[config.mk]
export PLATFORM = sky130hd
export DESIGN_NAME = irq_gateway_ctrl_flat
export DESIGN_NICKNAME = d
export VERILOG_FILES = /design/src/rtl/irq_pkg.sv /design/src/rtl/irq_gateway_ctrl_if.sv /design/src/rtl/irq_gateway.sv /design/src/rtl/irq_gateway_ctrl.sv /design/src/flat_wrapper.sv
export SDC_FILE = /design/constraint.sdc
export NUM_CORES = 1
export LEC_CHECK = 0
export ABC_AREA = 1
export ABC_CLOCK_PERIOD_IN_PS = 1720
export CAP_MARGIN = 25
export CORE_MARGIN = 4
export CORE_UTILIZATION = 43
export CTS_CLUSTER_DIAMETER = 80
export DETAILED_ROUTE_END_ITERATION = 10
export PLACE_DENSITY = 0.79
export SYNTH_ARGS = -nofsm -noshare
export SYNTH_HDL_FRONTEND = slang
export SYNTH_SLANG_ARGS = --single-unit
[constraint.sdc]
create_clock -name i_CLK -period 1.72 [get_ports i_CLK]
set_clock_uncertainty 0.1 [all_clocks]
set_input_delay 0.344 -clock i_CLK [delete_from_list [all_inputs] [get_ports i_CLK]]
set_output_delay 0.344 -clock i_CLK [all_outputs]
set_load 0.005 [all_outputs]
[src/rtl/irq_pkg.sv]
// Shared definitions for the interrupt gateway: register map, mode encoding,
// source limit and the fixed-priority claim encoder.
package irq_pkg;

   localparam int MAX_IRQ_SRC = 6;

   localparam logic [1:0] IRQ_PENDING = 2'd0;
   localparam logic [1:0] IRQ_MODE    = 2'd1;
   localparam logic [1:0] IRQ_CLAIM   = 2'd2;
   localparam logic [1:0] IRQ_INSERV  = 2'd3;

   typedef enum logic {
      IRQ_LEVEL = 1'b0,
      IRQ_EDGE  = 1'b1
   } irq_mode_e;

   // Returns id+1 of the lowest set bit, 0 when nothing is set.
   function automatic logic [2:0] irq_first(input logic [MAX_IRQ_SRC-1:0] vec);
      irq_first = 3'd0;
      for (int i = MAX_IRQ_SRC - 1; i >= 0; i--) begin
         if (vec[i]) begin
            irq_first = 3'(i + 1);
         end
      end
   endfunction

endpackage

[src/rtl/irq_gateway_ctrl_if.sv]
// Register port between firmware-side bus master and the interrupt gateway.
interface irq_gateway_ctrl_if;

   // Handshake: i_BUS_EN is a single-cycle strobe per access, always accepted;
   // o_BUS_ACK pulses exactly one cycle later with o_BUS_RDATA valid for reads.
   logic        i_BUS_EN;
   logic        i_BUS_WE;
   logic [1:0]  i_BUS_ADDR;
   logic [31:0] i_BUS_WDATA;
   logic [31:0] o_BUS_RDATA;
   logic        o_BUS_ACK;

   modport master (
      output i_BUS_EN,
      output i_BUS_WE,
      output i_BUS_ADDR,
      output i_BUS_WDATA,
      input  o_BUS_RDATA,
      input  o_BUS_ACK
   );

   modport slave (
      input  i_BUS_EN,
      input  i_BUS_WE,
      input  i_BUS_ADDR,
      input  i_BUS_WDATA,
      output o_BUS_RDATA,
      output o_BUS_ACK
   );

endinterface

[src/rtl/irq_gateway.sv]
// One interrupt source: synchronizer, rising-edge detect, pending and
// in-service state, driven by claim/complete/w1c strobes from the top.
module irq_gateway
   import irq_pkg::*;
#(
   parameter int SYNC_STAGES = 2
) (
   input  logic clk,
   input  logic rst_n,
   input  logic irq_raw,
   input  logic mode,
   input  logic claim,
   input  logic complete,
   input  logic w1c,
   output logic pending,
   output logic in_service,
   output logic mei
);

   logic [SYNC_STAGES-1:0] sync_q, sync_d;
   logic                   dly_q, dly_d;
   logic                   pending_q, pending_d;
   logic                   in_service_q, in_service_d;
   logic                   sync_out;
   logic                   rise;

   assign sync_out = sync_q[SYNC_STAGES-1];
   assign rise     = sync_out & ~dly_q;

   always_comb begin
      sync_d       = {sync_q[SYNC_STAGES-2:0], irq_raw};
      dly_d        = sync_out;
      pending_d    = pending_q;
      in_service_d = in_service_q;

      // Edge mode lets a new edge win over claim/w1c; level mode lets claim win.
      if (mode == IRQ_EDGE) begin
         pending_d = rise | (pending_q & ~(claim | w1c));
      end else begin
         pending_d = ~claim & (pending_q | (sync_out & ~in_service_q));
      end

      if (claim) begin
         in_service_d = 1'b1;
      end else if (complete) begin
         in_service_d = 1'b0;
      end
   end

   always_ff @(posedge clk or negedge rst_n) begin
      if (!rst_n) begin
         sync_q       <= '0;
         dly_q        <= 1'b0;
         pending_q    <= 1'b0;
         in_service_q <= 1'b0;
      end else begin
         sync_q       <= sync_d;
         dly_q        <= dly_d;
         pending_q    <= pending_d;
         in_service_q <= in_service_d;
      end
   end

   assign pending    = pending_q;
   assign in_service = in_service_q;
   assign mei        = pending_q & ~in_service_q;

endmodule

[src/rtl/irq_gateway_ctrl.sv]
// Interrupt gateway controller: per-source gateways, MODE register, fixed
// priority claim encoder and the memory-mapped claim/complete register port.
module irq_gateway_ctrl
   import irq_pkg::*;
#(
   parameter int N_SRC       = 6,
   parameter int SYNC_STAGES = 2
) (
   input  logic             i_CLK,
   input  logic             i_RSTn,
   input  logic [N_SRC-1:0] i_IRQ_SRC,
   output logic [N_SRC-1:0] o_MEI,
   irq_gateway_ctrl_if.slave bus
);

   logic [N_SRC-1:0]       mode_q, mode_d;
   logic [31:0]            rdata_q, rdata_d;
   logic                   ack_q, ack_d;

   logic [N_SRC-1:0]       pending_vec;
   logic [N_SRC-1:0]       inserv_vec;
   logic [N_SRC-1:0]       claim_vec;
   logic [N_SRC-1:0]       complete_vec;
   logic [N_SRC-1:0]       w1c_vec;
   logic [MAX_IRQ_SRC-1:0] elig_pad;
   logic [2:0]             claim_id;
   logic                   bus_rd;
   logic                   bus_wr;
   logic                   unused_wdata;

   assign bus_rd       = bus.i_BUS_EN & ~bus.i_BUS_WE;
   assign bus_wr       = bus.i_BUS_EN &  bus.i_BUS_WE;
   assign unused_wdata = ^bus.i_BUS_WDATA;

   always_comb begin
      elig_pad              = '0;
      elig_pad[N_SRC-1:0]   = pending_vec & ~inserv_vec;
   end

   assign claim_id = irq_first(elig_pad);

   assign w1c_vec = (bus_wr && bus.i_BUS_ADDR == IRQ_PENDING) ?
                    bus.i_BUS_WDATA[N_SRC-1:0] : '0;

   for (genvar i = 0; i < N_SRC; i++) begin : g_src
      // Only the winning source sees the claim; out-of-range complete ids match nothing.
      assign claim_vec[i]    = bus_rd && (bus.i_BUS_ADDR == IRQ_CLAIM) &&
                               (claim_id == 3'(i + 1));
      assign complete_vec[i] = bus_wr && (bus.i_BUS_ADDR == IRQ_CLAIM) &&
                               (bus.i_BUS_WDATA[2:0] == 3'(i + 1));

      irq_gateway #(
         .SYNC_STAGES (SYNC_STAGES)
      ) u_gw (
         .clk        (i_CLK),
         .rst_n      (i_RSTn),
         .irq_raw    (i_IRQ_SRC[i]),
         .mode       (mode_q[i]),
         .claim      (claim_vec[i]),
         .complete   (complete_vec[i]),
         .w1c        (w1c_vec[i]),
         .pending    (pending_vec[i]),
         .in_service (inserv_vec[i]),
         .mei        (o_MEI[i])
      );
   end

   always_comb begin
      mode_d  = mode_q;
      rdata_d = rdata_q;
      ack_d   = bus.i_BUS_EN;

      if (bus_wr && bus.i_BUS_ADDR == IRQ_MODE) begin
         mode_d = bus.i_BUS_WDATA[N_SRC-1:0];
      end

      if (bus_rd) begin
         case (bus.i_BUS_ADDR)
            IRQ_PENDING: rdata_d = 32'(pending_vec);
            IRQ_MODE:    rdata_d = 32'(mode_q);
            IRQ_CLAIM:   rdata_d = 32'(claim_id);
            IRQ_INSERV:  rdata_d = 32'(inserv_vec);
            default:     rdata_d = '0;
         endcase
      end
   end

   always_ff @(posedge i_CLK or negedge i_RSTn) begin
      if (!i_RSTn) begin
         mode_q  <= '0;
         rdata_q <= '0;
         ack_q   <= 1'b0;
      end else begin
         mode_q  <= mode_d;
         rdata_q <= rdata_d;
         ack_q   <= ack_d;
      end
   end

   assign bus.o_BUS_RDATA = rdata_q;
   assign bus.o_BUS_ACK   = ack_q;

endmodule

[src/flat_wrapper.sv]
// flat-port wrapper written by rule: the top's interface ports become plain ports
module irq_gateway_ctrl_flat import irq_pkg::*;
#(
   parameter int N_SRC       = 6,
   parameter int SYNC_STAGES = 2
)
  (i_CLK, i_RSTn, i_IRQ_SRC, o_MEI, bus_i_BUS_EN, bus_i_BUS_WE, bus_i_BUS_ADDR, bus_i_BUS_WDATA, bus_o_BUS_RDATA, bus_o_BUS_ACK);
  irq_gateway_ctrl_if bus_i ();
  input  logic i_CLK;
  input  logic i_RSTn;
  input  logic [N_SRC-1:0] i_IRQ_SRC;
  output logic [N_SRC-1:0] o_MEI;
  input wire logic [$bits(bus_i.i_BUS_EN)-1:0] bus_i_BUS_EN;
  input wire logic [$bits(bus_i.i_BUS_WE)-1:0] bus_i_BUS_WE;
  input wire logic [$bits(bus_i.i_BUS_ADDR)-1:0] bus_i_BUS_ADDR;
  input wire logic [$bits(bus_i.i_BUS_WDATA)-1:0] bus_i_BUS_WDATA;
  output wire logic [$bits(bus_i.o_BUS_RDATA)-1:0] bus_o_BUS_RDATA;
  output wire logic [$bits(bus_i.o_BUS_ACK)-1:0] bus_o_BUS_ACK;
  assign bus_i.i_BUS_EN = bus_i_BUS_EN;
  assign bus_i.i_BUS_WE = bus_i_BUS_WE;
  assign bus_i.i_BUS_ADDR = bus_i_BUS_ADDR;
  assign bus_i.i_BUS_WDATA = bus_i_BUS_WDATA;
  assign bus_o_BUS_RDATA = bus_i.o_BUS_RDATA;
  assign bus_o_BUS_ACK = bus_i.o_BUS_ACK;
  irq_gateway_ctrl #(.N_SRC(N_SRC), .SYNC_STAGES(SYNC_STAGES)) u_core (.i_CLK(i_CLK), .i_RSTn(i_RSTn), .i_IRQ_SRC(i_IRQ_SRC), .o_MEI(o_MEI), .bus(bus_i));
endmodule
# After elaboration in Yosys (flattened, before gate mapping)
# Cells that the tools add are included.
dict set report totals {
  ff_bits 69
  latchBits 0
  ram_bits 0
  romBits 0
  input_bits 44
  out_inout_bits 39
  memories 0
}
dict set report op_classes {
  add_sub_neg 0
  multipliers 0
  n_div 0
  order_cmp 0
  eq_ne 15
  shift 0
  n_mux 26
  n_bitwise 77
  reduce_logical 23
}
# cell n
set ops {}
lappend ops {{32-bit case mux with 4 select lines} 1}
lappend ops {{1-bit bitwise AND} 32}
lappend ops {{1-bit inverter} 25}
lappend ops {{3-bit == test (second input constant)} 6}
lappend ops {{1-bit two-way mux} 18}
lappend ops {{3-bit two-way mux} 6}
lappend ops {{1-bit OR} 18}
lappend ops {{1-bit logical AND} 16}
lappend ops {{3-bit by 2-bit == test with 1-bit output (second input constant)} 4}
lappend ops {{2-bit nonzero test} 6}
lappend ops {{6-bit bitwise AND} 1}
lappend ops {{3-bit by 1-bit == test with 1-bit output (second input constant)} 2}
lappend ops {{6-bit two-way mux} 1}
lappend ops {{6-bit inverter} 1}
lappend ops {{2-bit == test (second input constant)} 2}
lappend ops {{2-bit by 1-bit == test with 1-bit output (second input constant)} 1}
lappend ops {{2-bit logical NOT} 1}

# Logic depth before layout (Yosys ltp)
# Gate-level depths: netlist (run 1).
dict set report depth {
  word_depth 15
  depth_mapped 10
  mapped_depth_nobuf 10
}

# Hierarchy
# From an unflattened synthesis (run 1), not the netlist that was laid out.
dict set report unflattened {
  hier_cells 300
  hier_area_um2 2263.4
}
# mod n_inst cells_each area_each_um2
set modules_own_cells {}
lappend modules_own_cells {irq_gateway_ctrl 1 174 1137.3}
lappend modules_own_cells {irq_gateway 6 21 187.7}

# Worst setup path before layout (run 1)
# OpenSTA, ideal clock, no wires.
dict set report synth_path {
  path_kind {input port to flip-flop}
  from {input port bus_i_BUS_EN}
  to {register u_core.g_src[5].u_gw.pending_q}
  setup_ps 117
  t_arrival_ps 1011
  slack_ps 492
  cell_stages 9
  cell_sequence {inv_1 > nor2_1 > inv_1 > nor2_4 > inv_2 > nor2_4 > nand3_1 > nand2_1 > nand2_1}
}
dict set report synth_between {
  elab_chain_cells 8
}
# element line_no
set synth_rtl {}
lappend synth_rtl {{start, declared} flat_wrapper.sv:13} ;# input wire logic [$bits(bus_i.i_BUS_EN)-1:0] bus_i_BUS_EN;
lappend synth_rtl {{1-bit bitwise AND (on tied branches)} {irq_gateway_ctrl.sv:32, irq_gateway_ctrl.sv:31}}
lappend synth_rtl {{1-bit logical AND (on tied branches)} {irq_gateway_ctrl.sv:42, irq_gateway_ctrl.sv:47}}
lappend synth_rtl {{6-bit two-way mux or 1-bit logical AND (tied branches)} {irq_gateway_ctrl.sv:42, irq_gateway_ctrl.sv:47}}
lappend synth_rtl {{1-bit OR} irq_gateway.sv:38} ;# pending_d = rise | (pending_q & ~(claim | w1c));
lappend synth_rtl {{1-bit inverter} irq_gateway.sv:38}
lappend synth_rtl {{1-bit bitwise AND} irq_gateway.sv:38}
lappend synth_rtl {{1-bit OR} irq_gateway.sv:38}
lappend synth_rtl {{1-bit two-way mux *} irq_gateway.sv:37} ;# if (mode == IRQ_EDGE) begin
lappend synth_rtl {{named net u_core.g_src[5].u_gw.pending_d} irq_gateway.sv:22} ;# logic pending_q, pending_d;
lappend synth_rtl {{end signal, assigned} irq_gateway.sv:59} ;# pending_q <= pending_d;
lappend synth_rtl {{end, declared} irq_gateway.sv:22}
# The timed path passes the listed nets; every way through them passes the cells marked *.
# A chain may end at the register's enable or synchronous reset.

# Final worst setup path (run 1)
dict set report layout_path {
  from {register u_core.rdata_q[4], in the netlist u_core.bus.o_BUS_RDATA[4]}
  to {output port bus_o_BUS_RDATA[4]}
}
# element line_no
set layout_lines {}
lappend layout_lines {{start, declared} irq_gateway_ctrl.sv:17} ;# logic [31:0] rdata_q, rdata_d;
lappend layout_lines {{start signal, assigned} irq_gateway_ctrl.sv:95} ;# rdata_q <= rdata_d;
lappend layout_lines {{end, declared} flat_wrapper.sv:17} ;# output wire logic [$bits(bus_i.o_BUS_RDATA)-1:0] bus_o_BUS_RDATA;
# No word-level cell between the ends.

==> out/results.tsv, run 1 <==
metric	value	unit
grt_max_degree	44	
synth-adder-area-share	0	%
fin_crit_sh	92.5	%
hold_class	reg2reg	
cts_root_buffer	clkbuf_8	
overflow	0	
port_buffers	30	
place_area	0.00245	mm^2
wl_per_cell	11.5	um
grt_use_total	15.0	%
initial_core_util	44.4	%
synth_compound_area_share	9.66	%
clk_pin_slew	0.08	ns
synth_ff_type	dfrtp_1	
critPathSlowestCell	clkdlybuf4s50_1	
io_pins	83	
die_h	78.1	um
clock-sinks	43	
worstSetupPathType	reg2out	
final_core_util	54.4	%
path_max_fanout	2	
grt_first_pass_wirelength	7.28	mm
die_w	78.1	um
antenna_found_initial	0	
outcome	complete, no violations	
drv_slew	0	
synth_top_cell_by_area	dfrtp_1	
antenna_cells	0	
dr.pass1.iters	4	
num_rows	25	
fp.coreArea	0.00475	mm^2
ys_ff_latch	43	
clk_path_buf_depth	2	
syn_inst	250	
antenna_violating_nets_post_route	0	
worst_ir_drop_vdd	0.000404	V
cp_num_buf_inv	1	
setup_viol	0	
cts_buffers	5	
timing.fmax	629	MHz
end_kind	output port	
layout-drive-gt1-share	13.7	%
crit_family	buffers and inverters	
rsz0062_at_grt	false	
dieArea	0.00610	mm^2
htreeDepth	2	
p_leak	0.00129	uW
fin_area	0.00259	mm^2
holdWs	0.250	ns
synth_top_family_by_area	simple AND/OR/NAND/NOR gates	
drc_errors	0	
yosysWarningCount	0	
clk_latency	0.29	ns
drv_cap	0	
synth_xor_area_share	0	%
grt_pass1_vias	1617	
avgSynthCellArea	8.45	um^2
critical-path-max-stage-delay	0.50	ns
required	1.28	ns
crit_arrival	1.15	ns
syn_to_final_growth	22.6	%
async_reset_ff_share	100	%
synth_top_area_share	50.9	%
power_density	1100	mW/mm^2
synth_cell_types	22	
synth_area	0.00211	mm^2
drt_iter0_drc	160	
via_per_inst	4.51	
path_cells	clkdlybuf4s50_1	
yosysSeqAreaShare	50.9	%
worstSetupStartpointType	flop	
netlist_top_cells_area	dfrtp_1 (51%), buf_4 (11%), nand2_1 (11%)	
finalHoldViolCount	0	
hpwlAfterDp	3.22	mm
cts_tree	yes	
gp_congestion	0.892	
nets	344	
synthSimpleGateAreaFrac	21.6	%
routed_wl	4.23	mm
vias	1649	
fill_cells	462	
yosys-mux-area-fraction	0	%
synth-edff-count	0	
finalCriticalPeriod	1.59	ns
final timing paths:
path | cells after the start | start | slack (ns) | end
worst max-delay path | 1 | u_core.bus.o_BUS_RDATA[4] | 0.13 | bus_o_BUS_RDATA[4]
worst min-delay path | 0 | u_core.g_src[4].u_gw.sync_q[0] | 0.25 | u_core.g_src[4].u_gw.sync_q[1]
worst max register to register | 11 | u_core.g_src[3].u_gw.in_service | 0.25 | u_core.g_src[3].u_gw.pending
worst min register to register | 0 | u_core.g_src[4].u_gw.sync_q[0] | 0.25 | u_core.g_src[4].u_gw.sync_q[1]
max in group asynchronous | 3 | i_RSTn | 0.87 | u_core.mode_q[5]
min in group asynchronous | 3 | i_RSTn | 0.45 | u_core.bus.o_BUS_RDATA[1]
layout by cell type, fill, tap and decap left out:
master           instances
nor2_4                   2
o21bai_1                 1
nand2_2                  3
buf_12                   1
nand2_1                 59
nor2_2                   4
nor3_1                   2
inv_1                   28
o211ai_1                 1
clkdlybuf4s50_1         23
o22ai_1                  3
dlygate4sd2_1            6
conb_1                  26
nor3b_1                  3
buf_2                    1
nand3_1                 15
buf_4                   20
a21oi_1                  5
nor2_1                   8
dlygate4sd3_1            1
clkbuf_1                 1
dfrtp_1                 43
o21ai_0                 26
inv_2                    5
clkbuf_8                 5
nand3b_1                 5
o31ai_1                  2
registers in the layout (all words and copies together), names as in the netlist:
signal                        count
u_core.g_src.u_gw.in_service      6
u_core.bus.o_BUS_ACK              1
u_core.mode_q                     6
u_core.g_src.u_gw.sync_q         12
u_core.g_src.u_gw.dly_q           6
u_core.g_src.u_gw.pending         6
u_core.bus.o_BUS_RDATA            6
worst reg2reg max path: cells and delay by family, from the launching register on:
kind	cells	cell delay (ns)
flops	1	0.39
buf+inv	3	0.32
simple gates	8	0.56
per-layer routing:
| metal | global-route usage [%] | vias to the layer above | wire length [um] | share of wire [%] |
|---|---|---|---|---|
| li1 | - | 831 | - | - |
| met4 | 3.67 | 0 | 14 | 0.33 |
| met2 | 24.0 | 61 | 1990 | 47 |
| met1 | 20.4 | 755 | 1870 | 44 |
| met3 | 4.01 | 2 | 345 | 8.2 |
| met5 | 0 | - | 0 | 0 |
repair_timing:
| item | in CTS | in global routing |
|---|---|---|
| setup endpoints to repair | 6 | 0 |
| hold buffers | 1 | 0 |
| endpoints found under the hold margin | 43 | 0 |
| resized for setup | 12 | 0 |
| setup buffers | 7 | 0 |
cell usage after synthesis, types with 2 or more instances:
| cell | count |
|---|---|
| nor2_4 | 2 |
| nor3_1 | 2 |
| inv_1 | 31 |
| nor2_2 | 3 |
| o21ai_0 | 26 |
| nand3_1 | 15 |
| inv_2 | 2 |
| o31ai_1 | 2 |
| nand2_1 | 61 |
| buf_4 | 32 |
| nor2_1 | 9 |
| dfrtp_1 | 43 |
| nor3b_1 | 3 |
| o22ai_1 | 3 |
| nand3b_1 | 5 |
| a21oi_1 | 5 |
logic make-up after synthesis:
logic type             Yosys count
other                            1
AO/OA/AOI/OAI                   38
buffers and inverters           67
AND/OR/NAND/NOR                101
flip-flops                      43
through the flow:
| stage | setup TNS, ns | power [uW] | instances | setup slack [ns] |
|---|---|---|---|---|
| 4_1_cts | 0 | 2860 | 366 | 0.109 |
| 3_5_place_dp | -1.29 | 2240 | 352 | -0.147 |
| 2_1_floorplan | 0 | 1910 | 275 | 0.492 |
| 6_report | 0 | 2840 | 366 | 0.130 |
| 3_3_place_gp | -1.04 | 2210 | 352 | -0.124 |
| 5_1_grt | 0 | 3070 | 366 | 0.0557 |
power by group:
| group | switching [uW] | internal [uW] | total (uW) |
|---|---|---|---|
| Clock | 300 | 271 | 571 |
| Combinational | 527 | 442 | 968 |
| Sequential | 122 | 1180 | 1300 |
final cells by class:
type | instances | area [um^2] | area share (%)
multi-input combinational | 165 | 764 | 29.5
clock buffer | 6 | 72.6 | 2.80
inverter | 33 | 124 | 4.78
sequential | 43 | 1080 | 41.6
timing repair buffer | 52 | 468 | 18.1
tap | 67 | 83.8 | 3.24
No activity file was read; power rests on OpenSTA's default activity.
==> run 2: changes to the inputs <==
- ABC_CLOCK_PERIOD_IN_PS: 1720 -> 1550
- clock period: 1.72 -> 1.55 ns (I/O delays scaled with it)
==> out/results.tsv, run 2 (same netlist as run 1, synthesis figures left out) <==
metric	value	unit	change
grt_first_pass_wirelength	7.27	mm	about the same
p_seq_share	43.0	%	-2.8 points
timing.rr.start	u_core.g_src[2].u_gw.pending		
fp.coreArea	0.00475	mm^2	unchanged
die_w	78.1	um	unchanged
p_total	3350	uW	+18%
critPathSlowestCell	dfrtp_1		
drt_iter0_drc	150		-6.3%
required	1.14	ns	-0.14 ns
vias	1734		+5.2%
drv_cap	0		unchanged
dieArea	0.00610	mm^2	unchanged
via_per_inst	4.58		+1.5%
timing.fmax	666	MHz	
fin_area	0.00272	mm^2	+5.2%
worstHoldStart	bus_i_BUS_EN		
wl_per_cell	11.7	um	+1.6%
end_kind	output port		
nets	355		+3.2%
die_h	78.1	um	unchanged
p_sw_share	34.2	%	+0.76 points
num_rows	25		unchanged
antenna_found_initial	0		unchanged
clk_pin_slew	0.07	ns	about the same
grt_max_degree	44		unchanged
place_area	0.00248	mm^2	+0.92%
switchingPower	1140	uW	+21%
comb_power_share	37.3	%	+3.2 points
port_buffers	30		unchanged
clk_path_buf_depth	2		unchanged
grt_use_total	15.0	%	-0.052 points
cts_tree	yes		
drc_errors	0		unchanged
outcome	complete, no violations		
cts_buffers	5		unchanged
grt_pass1_vias	1634		+1.1%
drv_slew	0		unchanged
crit_arrival	1.09	ns	-0.06 ns
routed_wl	4.45	mm	+5.2%
power_density	1230	mW/mm^2	+12%
p_int	2200	uW	+17%
layout_commonest_cell	nand2_1		
layout-drive-gt1-share	20.8	%	+7.1 points
antenna_cells	0		unchanged
hpwlAfterDp	3.26	mm	+1.1%
clk_latency	0.29	ns	about the same
path_max_fanout	2		unchanged
htreeDepth	2		unchanged
cts_root_buffer	clkbuf_8		
crit_family	flip-flops		
dr.pass1.iters	4		unchanged
hold_class	in2reg		
initial_core_util	44.4	%	unchanged
syn_to_final_growth	28.9	%	
p_leak	0.00142	uW	+9.7%
worstSetupStartpointType	flop		
layout_common_cells	nand2_1 (55), dfrtp_1 (43), buf_4 (31), o21ai_0 (26), conb_1 (26)		
cp_num_buf_inv	2		+1
clock-sinks	43		unchanged
finalHoldViolCount	0		unchanged
io_pins	83		unchanged
critical-path-max-stage-delay	0.35	ns	-0.15 ns
path_cells	inv_1 > nor2_2 > dlygate4sd2_1		
finalCriticalPeriod	1.50	ns	
largest_reg_flops	12		unchanged
antenna_violating_nets_post_route	0		unchanged
setup_viol	0		unchanged
startpoint	u_core.g_src[5].u_gw.pending		
worst_ir_drop_vdd	0.000465	V	+15%
fin_crit_sh	96.9	%	
p_clk_share	19.7	%	-0.4 points
gp_congestion	0.908		+1.9%
regMostFlops	u_core.g_src.u_gw.sync_q		
overflow	0		unchanged
rsz0062_at_grt	true		
worstSetupPathType	reg2out		
run 2: cell count changes in the layout (fill, tap and decap cells not counted), moves of 4 or more:
cell             delta
buf_4              +11
clkdlybuf4s50_1    -10
dlymetal6s2s_1      +6
nand2_1             -4
nand2_2             +4
run 2: through the flow:
step	hold slack, ns	utilization (%)	setup TNS, ns	cells	setup slack [ns]
6_report	0.114	57.3	0	379	0.0479
3_3_place_gp	0.199	52.1	-4.41	355	-0.278
4_1_cts	0.252	55.2	0	372	0.000401
5_1_grt	0.119	57.3	-0.184	379	-0.0511
2_1_floorplan	-0.0856	-	0	275	0.324
3_5_place_dp	0.198	52.1	-4.87	355	-0.314
run 2: final cells by class:
type / count / area [um^2]
Fill cell: 427 / 2030
Sequential cell: 43 / 1080
Multi-Input combinational cell: 165 / 797
Timing Repair Buffer: 63 / 561
Inverter: 33 / 124
Tap cell: 67 / 83.8
Clock buffer: 7 / 76.3
Clock inverter: 1 / 5.00
run 2: repair_timing:
item | CTS | global route
endpoints found under the setup margin | 13 | 23
hold endpoints to repair | 43 | 0
setup buffers | 8 | 7
pin swaps | 0 | 4
hold buffers | 1 | 0
gates resized for setup | 16 | 23
run 2: final timing paths:
check                                                 end  slack (ns)  depth (start not counted)
max                                              o_MEI[5]        0.05                          3
min                                  u_core.bus.o_BUS_ACK        0.11                          1
max reg2reg                     u_core.bus.o_BUS_RDATA[2]        0.09                          8
min reg2reg                u_core.g_src[4].u_gw.sync_q[1]        0.25                          0
max in group asynchronous    u_core.g_src[4].u_gw.pending        0.74                          3
min in group asynchronous  u_core.g_src[0].u_gw.sync_q[0]        0.41                          3
run 2: worst register-to-register path: cells and delay by family, from the launching register on:
kind / cells / cell delay [ns]
AOI/OAI and AO/OA: 2 / 0.32
buffers and inverters: 1 / 0.11
and+or+nand+nor: 5 / 0.48
DFF: 1 / 0.40
run 2: layer usage:
metal	vias to the layer above	routed length [um]	global-route usage (%)
met4	0	103	5.59
met5	-	0	0
met3	12	325	4.01
li1	855	-	-
met1	809	1810	19.6
met2	58	2200	23.8
run 2: power groups by stage:
stage | Sequential [uW] | Combinational (uW) | Clock, uW
floorplan | 1430 | 696 | 0
detailed placement | 1460 | 1070 | 0
global route | 1460 | 1390 | 739
global placement | 1450 | 1050 | 0
finish | 1440 | 1250 | 660
CTS | 1430 | 1120 | 693
